===== src/rtl/uart_cfg_pkg.sv =====
// Shared encodings for the configurable UART: FSM state codes and parity_mode codes.
// parity_mode 2'b00 and 2'b11 both mean "no parity bit".
package uart_cfg_defs;

    localparam logic [2:0] ST_IDLE   = 3'd0;
    localparam logic [2:0] ST_START  = 3'd1;
    localparam logic [2:0] ST_DATA   = 3'd2;
    localparam logic [2:0] ST_PARITY = 3'd3;
    localparam logic [2:0] ST_STOP   = 3'd4;

    localparam logic [1:0] PAR_EVEN = 2'b01;
    localparam logic [1:0] PAR_ODD  = 2'b10;

    // Tick indices within a 16-tick bit: start-bit midpoint and the last tick of one/two bits.
    localparam logic [4:0] TICK_MID   = 5'd7;
    localparam logic [4:0] TICK_LAST  = 5'd15;
    localparam logic [4:0] TICK_LAST2 = 5'd31;

    function automatic logic parity_on(input logic [1:0] mode);
        return (mode == PAR_EVEN) || (mode == PAR_ODD);
    endfunction

endpackage


===== src/rtl/uart_cfg_fifo.sv =====
// Synchronous first-word fall-through FIFO with active-high async reset.
// Full: simultaneous read and write both succeed. Empty: simultaneous read and write performs only the write.
module fifo #(
    parameter int DATA_W = 8,
    parameter int ADDR_W = 4
) (
    input  logic              clk,
    input  logic              reset,
    input  logic              rd,
    input  logic              wr,
    input  logic [DATA_W-1:0] w_data,
    output logic              empty,
    output logic              full,
    output logic [DATA_W-1:0] r_data
);

    logic [DATA_W-1:0] mem_q [2**ADDR_W];
    logic [ADDR_W-1:0] w_ptr_q, w_ptr_d, r_ptr_q, r_ptr_d;
    logic              full_q, full_d, empty_q, empty_d;
    logic              do_rd, do_wr;

    assign do_rd = rd & ~empty_q;
    assign do_wr = wr & (~full_q | do_rd);

    always_ff @(posedge clk) begin
        if (do_wr) mem_q[w_ptr_q] <= w_data;
    end

    always_comb begin
        w_ptr_d = w_ptr_q;
        r_ptr_d = r_ptr_q;
        full_d  = full_q;
        empty_d = empty_q;
        if (do_wr) w_ptr_d = w_ptr_q + ADDR_W'(1);
        if (do_rd) r_ptr_d = r_ptr_q + ADDR_W'(1);
        if (do_wr && !do_rd) begin
            empty_d = 1'b0;
            full_d  = (w_ptr_d == r_ptr_q);
        end else if (do_rd && !do_wr) begin
            full_d  = 1'b0;
            empty_d = (r_ptr_d == w_ptr_q);
        end
    end

    always_ff @(posedge clk or posedge reset) begin
        if (reset) begin
            w_ptr_q <= '0;
            r_ptr_q <= '0;
            full_q  <= 1'b0;
            empty_q <= 1'b1;
        end else begin
            w_ptr_q <= w_ptr_d;
            r_ptr_q <= r_ptr_d;
            full_q  <= full_d;
            empty_q <= empty_d;
        end
    end

    assign empty  = empty_q;
    assign full   = full_q;
    assign r_data = mem_q[r_ptr_q];

endmodule


===== src/rtl/uart_cfg.sv =====
// UART with runtime baud divisor, parity mode and stop-bit count, RX/TX FIFOs and sticky RX errors.
// dbg_rx_state / dbg_tx_state expose the FSM state codes from uart_cfg_defs.
module uart_cfg
    import uart_cfg_defs::*;
#(
    parameter int DBIT     = 8,
    parameter int FIFO_W   = 4,
    parameter int DVSR_BIT = 16
) (
    input  logic                clk,
    input  logic                reset,
    input  logic [DVSR_BIT-1:0] dvsr,
    input  logic [1:0]          parity_mode,
    input  logic                stop2,
    input  logic                rx,
    input  logic                rd_uart,
    input  logic                wr_uart,
    input  logic [DBIT-1:0]     w_data,
    input  logic                clr_err,
    output logic [DBIT-1:0]     r_data,
    output logic                rx_empty,
    output logic                rx_full,
    output logic                tx_empty,
    output logic                tx_full,
    output logic                tx,
    output logic                tx_busy,
    output logic                parity_err,
    output logic                frame_err,
    output logic                overrun_err,
    output logic [2:0]          dbg_rx_state,
    output logic [2:0]          dbg_tx_state
);

    logic [DVSR_BIT-1:0] baud_cnt_q, baud_cnt_d, dvsr_q, dvsr_d;
    logic                tick;

    // Divisor is re-latched only at wrap so a mid-period change never shortens a tick.
    assign tick = (baud_cnt_q == dvsr_q);
    always_comb begin
        baud_cnt_d = tick ? '0 : baud_cnt_q + DVSR_BIT'(1);
        dvsr_d     = tick ? dvsr : dvsr_q;
    end

    logic [1:0]      rx_sync_q;
    logic            rx_s, rx_prev_q;
    logic [2:0]      rx_state_q, rx_state_d;
    logic [4:0]      rx_s_q, rx_s_d;
    logic [3:0]      rx_n_q, rx_n_d;
    logic [DBIT-1:0] rx_shift_q, rx_shift_d;
    logic [1:0]      rx_pmode_q, rx_pmode_d;
    logic            rx_stop2_q, rx_stop2_d, rx_done_q, rx_done_d;
    logic            par_evt, frm_evt, ovr_evt;

    assign rx_s = rx_sync_q[1];

    always_comb begin
        rx_state_d = rx_state_q;
        rx_s_d     = rx_s_q;
        rx_n_d     = rx_n_q;
        rx_shift_d = rx_shift_q;
        rx_pmode_d = rx_pmode_q;
        rx_stop2_d = rx_stop2_q;
        rx_done_d  = 1'b0;
        par_evt    = 1'b0;
        frm_evt    = 1'b0;
        case (rx_state_q)
            ST_IDLE: if (rx_prev_q && !rx_s) begin
                rx_state_d = ST_START;
                rx_s_d     = '0;
                rx_pmode_d = parity_mode;
                rx_stop2_d = stop2;
            end
            ST_START: if (tick) begin
                if (rx_s_q == TICK_MID) begin
                    rx_s_d     = '0;
                    rx_n_d     = '0;
                    rx_state_d = rx_s ? ST_IDLE : ST_DATA;
                end else rx_s_d = rx_s_q + 5'd1;
            end
            ST_DATA: if (tick) begin
                if (rx_s_q == TICK_LAST) begin
                    rx_s_d     = '0;
                    rx_shift_d = {rx_s, rx_shift_q[DBIT-1:1]};
                    if (rx_n_q == 4'(DBIT - 1))
                        rx_state_d = parity_on(rx_pmode_q) ? ST_PARITY : ST_STOP;
                    else
                        rx_n_d = rx_n_q + 4'd1;
                end else rx_s_d = rx_s_q + 5'd1;
            end
            ST_PARITY: if (tick) begin
                if (rx_s_q == TICK_LAST) begin
                    rx_s_d     = '0;
                    par_evt    = rx_s ^ (^rx_shift_q) ^ (rx_pmode_q == PAR_ODD);
                    rx_state_d = ST_STOP;
                end else rx_s_d = rx_s_q + 5'd1;
            end
            ST_STOP: if (tick) begin
                rx_s_d = rx_s_q + 5'd1;
                if (rx_s_q == TICK_LAST || rx_s_q == TICK_LAST2) begin
                    if (!rx_s) frm_evt = 1'b1;
                    if (rx_s_q == TICK_LAST2 || !rx_stop2_q) begin
                        rx_state_d = ST_IDLE;
                        rx_done_d  = 1'b1;
                    end
                end
            end
            default: rx_state_d = ST_IDLE;
        endcase
    end

    assign ovr_evt = rx_done_q & rx_full & ~rd_uart;

    logic [2:0]      tx_state_q, tx_state_d;
    logic [4:0]      tx_s_q, tx_s_d;
    logic [3:0]      tx_n_q, tx_n_d;
    logic [DBIT-1:0] tx_shift_q, tx_shift_d, tx_fifo_data;
    logic            tx_pen_q, tx_pen_d, tx_par_q, tx_par_d, tx_stop2_q, tx_stop2_d;
    logic            tx_q, tx_d, tx_busy_q, tx_pop;

    always_comb begin
        tx_state_d = tx_state_q;
        tx_s_d     = tx_s_q;
        tx_n_d     = tx_n_q;
        tx_shift_d = tx_shift_q;
        tx_pen_d   = tx_pen_q;
        tx_par_d   = tx_par_q;
        tx_stop2_d = tx_stop2_q;
        tx_pop     = 1'b0;
        case (tx_state_q)
            ST_IDLE: if (tick && !tx_empty) tx_pop = 1'b1;
            ST_START: if (tick) begin
                if (tx_s_q == TICK_LAST) begin
                    tx_s_d     = '0;
                    tx_n_d     = '0;
                    tx_state_d = ST_DATA;
                end else tx_s_d = tx_s_q + 5'd1;
            end
            ST_DATA: if (tick) begin
                if (tx_s_q == TICK_LAST) begin
                    tx_s_d     = '0;
                    tx_shift_d = tx_shift_q >> 1;
                    if (tx_n_q == 4'(DBIT - 1)) tx_state_d = tx_pen_q ? ST_PARITY : ST_STOP;
                    else                        tx_n_d = tx_n_q + 4'd1;
                end else tx_s_d = tx_s_q + 5'd1;
            end
            ST_PARITY: if (tick) begin
                if (tx_s_q == TICK_LAST) begin
                    tx_s_d     = '0;
                    tx_state_d = ST_STOP;
                end else tx_s_d = tx_s_q + 5'd1;
            end
            ST_STOP: if (tick) begin
                if (tx_s_q == (tx_stop2_q ? TICK_LAST2 : TICK_LAST)) begin
                    if (!tx_empty) tx_pop = 1'b1;
                    else           tx_state_d = ST_IDLE;
                end else tx_s_d = tx_s_q + 5'd1;
            end
            default: tx_state_d = ST_IDLE;
        endcase
        // A pop (from IDLE or straight out of STOP) loads the frame and its latched settings.
        if (tx_pop) begin
            tx_state_d = ST_START;
            tx_s_d     = '0;
            tx_shift_d = tx_fifo_data;
            tx_pen_d   = parity_on(parity_mode);
            tx_par_d   = (^tx_fifo_data) ^ (parity_mode == PAR_ODD);
            tx_stop2_d = stop2;
        end
        case (tx_state_d)
            ST_START:  tx_d = 1'b0;
            ST_DATA:   tx_d = tx_shift_d[0];
            ST_PARITY: tx_d = tx_par_d;
            default:   tx_d = 1'b1;
        endcase
    end

    always_ff @(posedge clk or negedge reset) begin
        if (!reset) begin
            baud_cnt_q  <= '0;
            dvsr_q      <= '0;
            rx_sync_q   <= 2'b00;
            rx_prev_q   <= 1'b0;
            rx_state_q  <= ST_IDLE;
            rx_s_q      <= '0;
            rx_n_q      <= '0;
            rx_shift_q  <= '0;
            rx_pmode_q  <= '0;
            rx_stop2_q  <= 1'b0;
            rx_done_q   <= 1'b0;
            parity_err  <= 1'b0;
            frame_err   <= 1'b0;
            overrun_err <= 1'b0;
            tx_state_q  <= ST_IDLE;
            tx_s_q      <= '0;
            tx_n_q      <= '0;
            tx_shift_q  <= '0;
            tx_pen_q    <= 1'b0;
            tx_par_q    <= 1'b0;
            tx_stop2_q  <= 1'b0;
            tx_q        <= 1'b1;
            tx_busy_q   <= 1'b0;
        end else begin
            baud_cnt_q  <= baud_cnt_d;
            dvsr_q      <= dvsr_d;
            rx_sync_q   <= {rx_sync_q[0], rx};
            rx_prev_q   <= rx_s;
            rx_state_q  <= rx_state_d;
            rx_s_q      <= rx_s_d;
            rx_n_q      <= rx_n_d;
            rx_shift_q  <= rx_shift_d;
            rx_pmode_q  <= rx_pmode_d;
            rx_stop2_q  <= rx_stop2_d;
            rx_done_q   <= rx_done_d;
            parity_err  <= (parity_err & ~clr_err) | par_evt;
            frame_err   <= (frame_err & ~clr_err) | frm_evt;
            overrun_err <= (overrun_err & ~clr_err) | ovr_evt;
            tx_state_q  <= tx_state_d;
            tx_s_q      <= tx_s_d;
            tx_n_q      <= tx_n_d;
            tx_shift_q  <= tx_shift_d;
            tx_pen_q    <= tx_pen_d;
            tx_par_q    <= tx_par_d;
            tx_stop2_q  <= tx_stop2_d;
            tx_q        <= tx_d;
            tx_busy_q   <= (tx_state_d != ST_IDLE);
        end
    end

    fifo #(.DATA_W(DBIT), .ADDR_W(FIFO_W)) u_rx_fifo (
        .clk(clk), .reset(~reset), .rd(rd_uart), .wr(rx_done_q), .w_data(rx_shift_q),
        .empty(rx_empty), .full(rx_full), .r_data(r_data)
    );

    fifo #(.DATA_W(DBIT), .ADDR_W(FIFO_W)) u_tx_fifo (
        .clk(clk), .reset(~reset), .rd(tx_pop), .wr(wr_uart), .w_data(w_data),
        .empty(tx_empty), .full(tx_full), .r_data(tx_fifo_data)
    );

    assign tx           = tx_q;
    assign tx_busy      = tx_busy_q;
    assign dbg_rx_state = rx_state_q;
    assign dbg_tx_state = tx_state_q;

endmodule


===== config.mk =====
export PLATFORM = sky130hd
export DESIGN_NAME = uart_cfg
export DESIGN_NICKNAME = d
export VERILOG_FILES = /design/src/rtl/uart_cfg_pkg.sv /design/src/rtl/uart_cfg_fifo.sv /design/src/rtl/uart_cfg.sv
export SDC_FILE = /design/constraint.sdc
export NUM_CORES = 1
export LEC_CHECK = 0
export ABC_AREA = 0
export CORE_MARGIN = 2
export CORE_UTILIZATION = 25
export CTS_BUF_LIST = sky130_fd_sc_hd__clkbuf_8
export DETAILED_ROUTE_END_ITERATION = 8
export SYNTH_ARGS = -nofsm -noshare
export SYNTH_HDL_FRONTEND = slang
export SYNTH_SLANG_ARGS = --single-unit

===== constraint.sdc =====
create_clock -name clk -period 2.65 [get_ports clk]
set_input_delay 0.795 -clock clk [delete_from_list [all_inputs] [get_ports clk]]
set_output_delay 0.795 -clock clk [all_outputs]
set_load 0.01 [all_outputs]

==> impl_metrics.yaml <==
place:
  port_buffers: 55
  dp_hpwl_um: 23800
  routabilityCongestion: 0.817
run_status:
  status: "finished, violations left"
  violations: "setup timing"
power_and_ir_drop:
  power_switching_share: 0.291
  seqPwrFrac: 0.441
  power_density_mw_per_mm2: 769
  p_int_mw: 10.8
  p_switching_mw: 4.45
  combPwrFrac: 0.243
  power_mw: 15.3
  p_clk_frac: 0.317
  vdd_drop_max_v: 0.000578
  p_leak_nw: 7.85
critical_path:
  cp-end-kind: "primary output"
  worstPathMaxFanout: 6
  critPathKind: "reg2out"
  r2r_start: "dvsr_q[13]"
  crit_required_ps: 1860
  rr_endpoint: "u_tx_fifo.empty"
  ff2ff_path_depth: 11
  arrival_ps: 2370
  r2r_setup_slack_ps: 20
  start_kind: "flop"
detailed_routing:
  dr.pass1.iters: 5
  drt_iter0_drc: 503
  via_count: 9351
  drc_errors: 0
  ant_nets: 0
  drt_wl_total_um: 35500
  wire_per_inst_um: 17.0
  routed_via_density: 4.47
sta:
  layout_worst_path_cycle_share: 1.19
  fin_hold_ws_ps: 354
  finalWorstSetupSlack_ps: -515
  period_minus_slack_ps: 3160
  setup_viol: 8
  fin_skew_ps: 48.4
  fmax_mhz: 316
  slew_viol_final: 0
  hold_viol_final: 0
  rsz0062_at_grt: "true"
  fin_setup_tns_ps: -3730
  slew-limit-headroom: 0.500
  tightest_slew_ps: 750
cells_and_area:
  nets: 1311
  drive_gt1_frac: 0.293
  fin_util: 0.323
  diodes: 0
  final_cell_mix: "edfxtp_1 (256), buf_4 (105), dfrtp_1 (101)"
  final_common_cell: "edfxtp_1"
  area_growth_pct: 28.2
floorplan:
  initial_core_util: 0.252
  num_rows: 91
  die_area_mm2: 0.0640
  coreArea_mm2: 0.0615
  die_y_um: 253
  boundaryPins: 56
  die_w_um: 253
hold_path:
  hold_path_class: "reg2reg"
  hp-start: "rx_sync_q[0]"
  holdPathStages: 0
  hold_end: "rx_sync_q[1]"
flow_run:
  maxCapViolCount: 0
clock_tree:
  cts_tree: "built"
  cts-htree-levels: 2
  clockBufferDepth: 3
  cts_sinks: 363
  root_buffer: "clkbuf_8"
  cts_buffers: 61
  insertion_delay_ps: 690
  path_clk_slew_ps: 60
global_routing:
  grt_pass1_vias: 9787
  grt_pass1_wl_um: 55200
  overflow: 0
  antenna_found_initial: 1
  grt_max_degree: 69
  grt_use_total: 0.111
logic_synthesis:
  synth-edff-count: 256
  synth_simple_gate_area_frac: 0.0731
  synth_mux_area_frac: 0.115
  ys_seq_area_frac: 0.669
  ys_seq_elements: 363
  synth-main-ff-cell: "edfxtp_1"
  synth_xor_area_frac: 0.0450
  synth_compound_area_frac: 0.0613
  netlist_area_mm2: 0.0155
  ys_async_sr_fraction: 0.295
  yosysWarnings: 0
  synth_top_family_by_area: "multiplexers"
  syn-num-nets: 1097
  synthAdderAreaFrac: 0.0178
  postSynthAreaPerCell_um2: 14.9
  syn_inst: 1042
  synth_cell_types: 59
metal layers:
layer  vias up  part of all wire  GRT usage  wire length, um
met5         -                 0          0                0
met4         0             0.025     0.0411              886
met3        61             0.044     0.0233             1570
met2       205              0.48      0.181            17000
met1      4705              0.45      0.146            16000
li1       4380                 -          -                -
worst max-delay path: stages, from the launching register on:
cell and delay [ps]:
dfrtp_2 440, buf_12 140, bufbuf_16 270, buf_6 120
mux2i_2 190, a21oi_2 120, a22oi_2 190, nand2_1 100
buf_6 130
synth_stat cells, types with 2 or more instances:
library cell	number	share of area
ha_1	22	0.018
a21oi_1	18	0.0058
xor2_1	17	0.0096
a22oi_1	16	0.0077
nor2b_1	11	0.0044
or2_2	2	0.00081
o211ai_1	2	0.00097
nand4_1	8	0.0032
nor4b_1	5	0.0028
and2_1	9	0.0036
a21o_1	3	0.0015
nor2_1	54	0.013
nand3b_1	4	0.0019
nor3_1	9	0.0029
inv_1	23	0.0056
xnor2_1	60	0.034
clkbuf_1	32	0.0077
o41ai_1	2	0.0011
and4_1	2	0.0011
a32o_1	4	0.0026
o21ai_0	52	0.017
o31ai_1	2	0.00097
buf_4	4	0.0019
a31oi_1	2	0.00081
dfstp_2	3	0.0051
nand2b_1	5	0.0020
mux2_2	34	0.025
edfxtp_1	256	0.50
dfrtp_1	104	0.17
o22ai_1	3	0.0012
buf_1	6	0.0015
mux2i_1	68	0.044
nand3_1	18	0.0058
a221oi_1	24	0.014
nand2_1	78	0.019
and3_1	12	0.0048
nor4_1	3	0.0012
mux4_2	32	0.046
buf_2	6	0.0019
nor3b_1	6	0.0029
o32ai_1	3	0.0017
sequential cells by signal, summed over array words and instances, names as in the netlist, 2 cells and up:
register and flops:
dbg_rx_state 3, u_tx_fifo.mem_q 128, rx_s_q 5, u_rx_fifo.w_ptr_q 4, tx_n_q 4, tx_shift_q 8, rx_shift_q 8, u_tx_fifo.r_ptr_q 4
baud_cnt_q 16, u_tx_fifo.w_ptr_q 4, rx_pmode_q 2, rx_n_q 4, u_rx_fifo.r_ptr_q 4, tx_s_q 5, dbg_tx_state 3, dvsr_q 16
u_rx_fifo.mem_q 128, rx_sync_q 2
worst max path at each step:
stage                         startpoint                     to  slack [ps]  depth (start not counted)
floorplan                  baud_cnt_q[3]  u_tx_fifo.mem_q[0][0]        -230                          7
global placement    u_tx_fifo.r_ptr_q[1]               tx_par_q        -170                          9
detailed placement  u_tx_fifo.r_ptr_q[1]               tx_par_q        -280                          9
CTS                 u_rx_fifo.r_ptr_q[0]              r_data[2]        -540                          7
global route        u_rx_fifo.r_ptr_q[0]              r_data[6]        -630                          8
finish              u_rx_fifo.r_ptr_q[0]              r_data[5]        -510                          8
stage by stage:
step	worst slack [ps]	cell area (um2)	cells
floorplan	-226	15500	1042
global route	-632	19900	2092
finish	-515	19900	2092
detailed placement	-281	18000	1961
CTS	-535	19500	2080
global placement	-166	18000	1961
power groups by stage:
stage,clock [mW],sequential (mW),combinational (mW)
after floorplan,0,6.70,1.87
after global placement,0,6.80,3.17
after detailed placement,0,6.81,3.20
after CTS,5.03,6.70,3.55
after global routing,5.27,6.78,4.04
final,4.85,6.73,3.71
cell type report:
| cell class | instances | area (um2) |
|---|---|---|
| multi-input cells | 608 | 5290 |
| clock buffers | 65 | 895 |
| clock inverters | 44 | 279 |
| repair buffers | 198 | 1950 |
| fillers | 6051 | 41600 |
| well taps | 790 | 988 |
| flip-flops and latches | 363 | 10400 |
| inverters | 24 | 95.1 |
what timing repair did:
item                       in CTS  in global routing
cloned                          1                  1
buffers inserted                8                 11
hold endpoints to repair       16                  0
gates resized for setup        83                 70
hold buffers                    1                  0
pin swaps                      30                 28
setup endpoints to repair     137                143
kinds of logic after synthesis:
family          after synthesis
buf+inv                      72
mux                         134
simple gates                231
xor+xnor                     78
fa+ha+maj                    22
flops                       363
compound gates              142
Note: power is estimated with default switching activity, not from simulation.
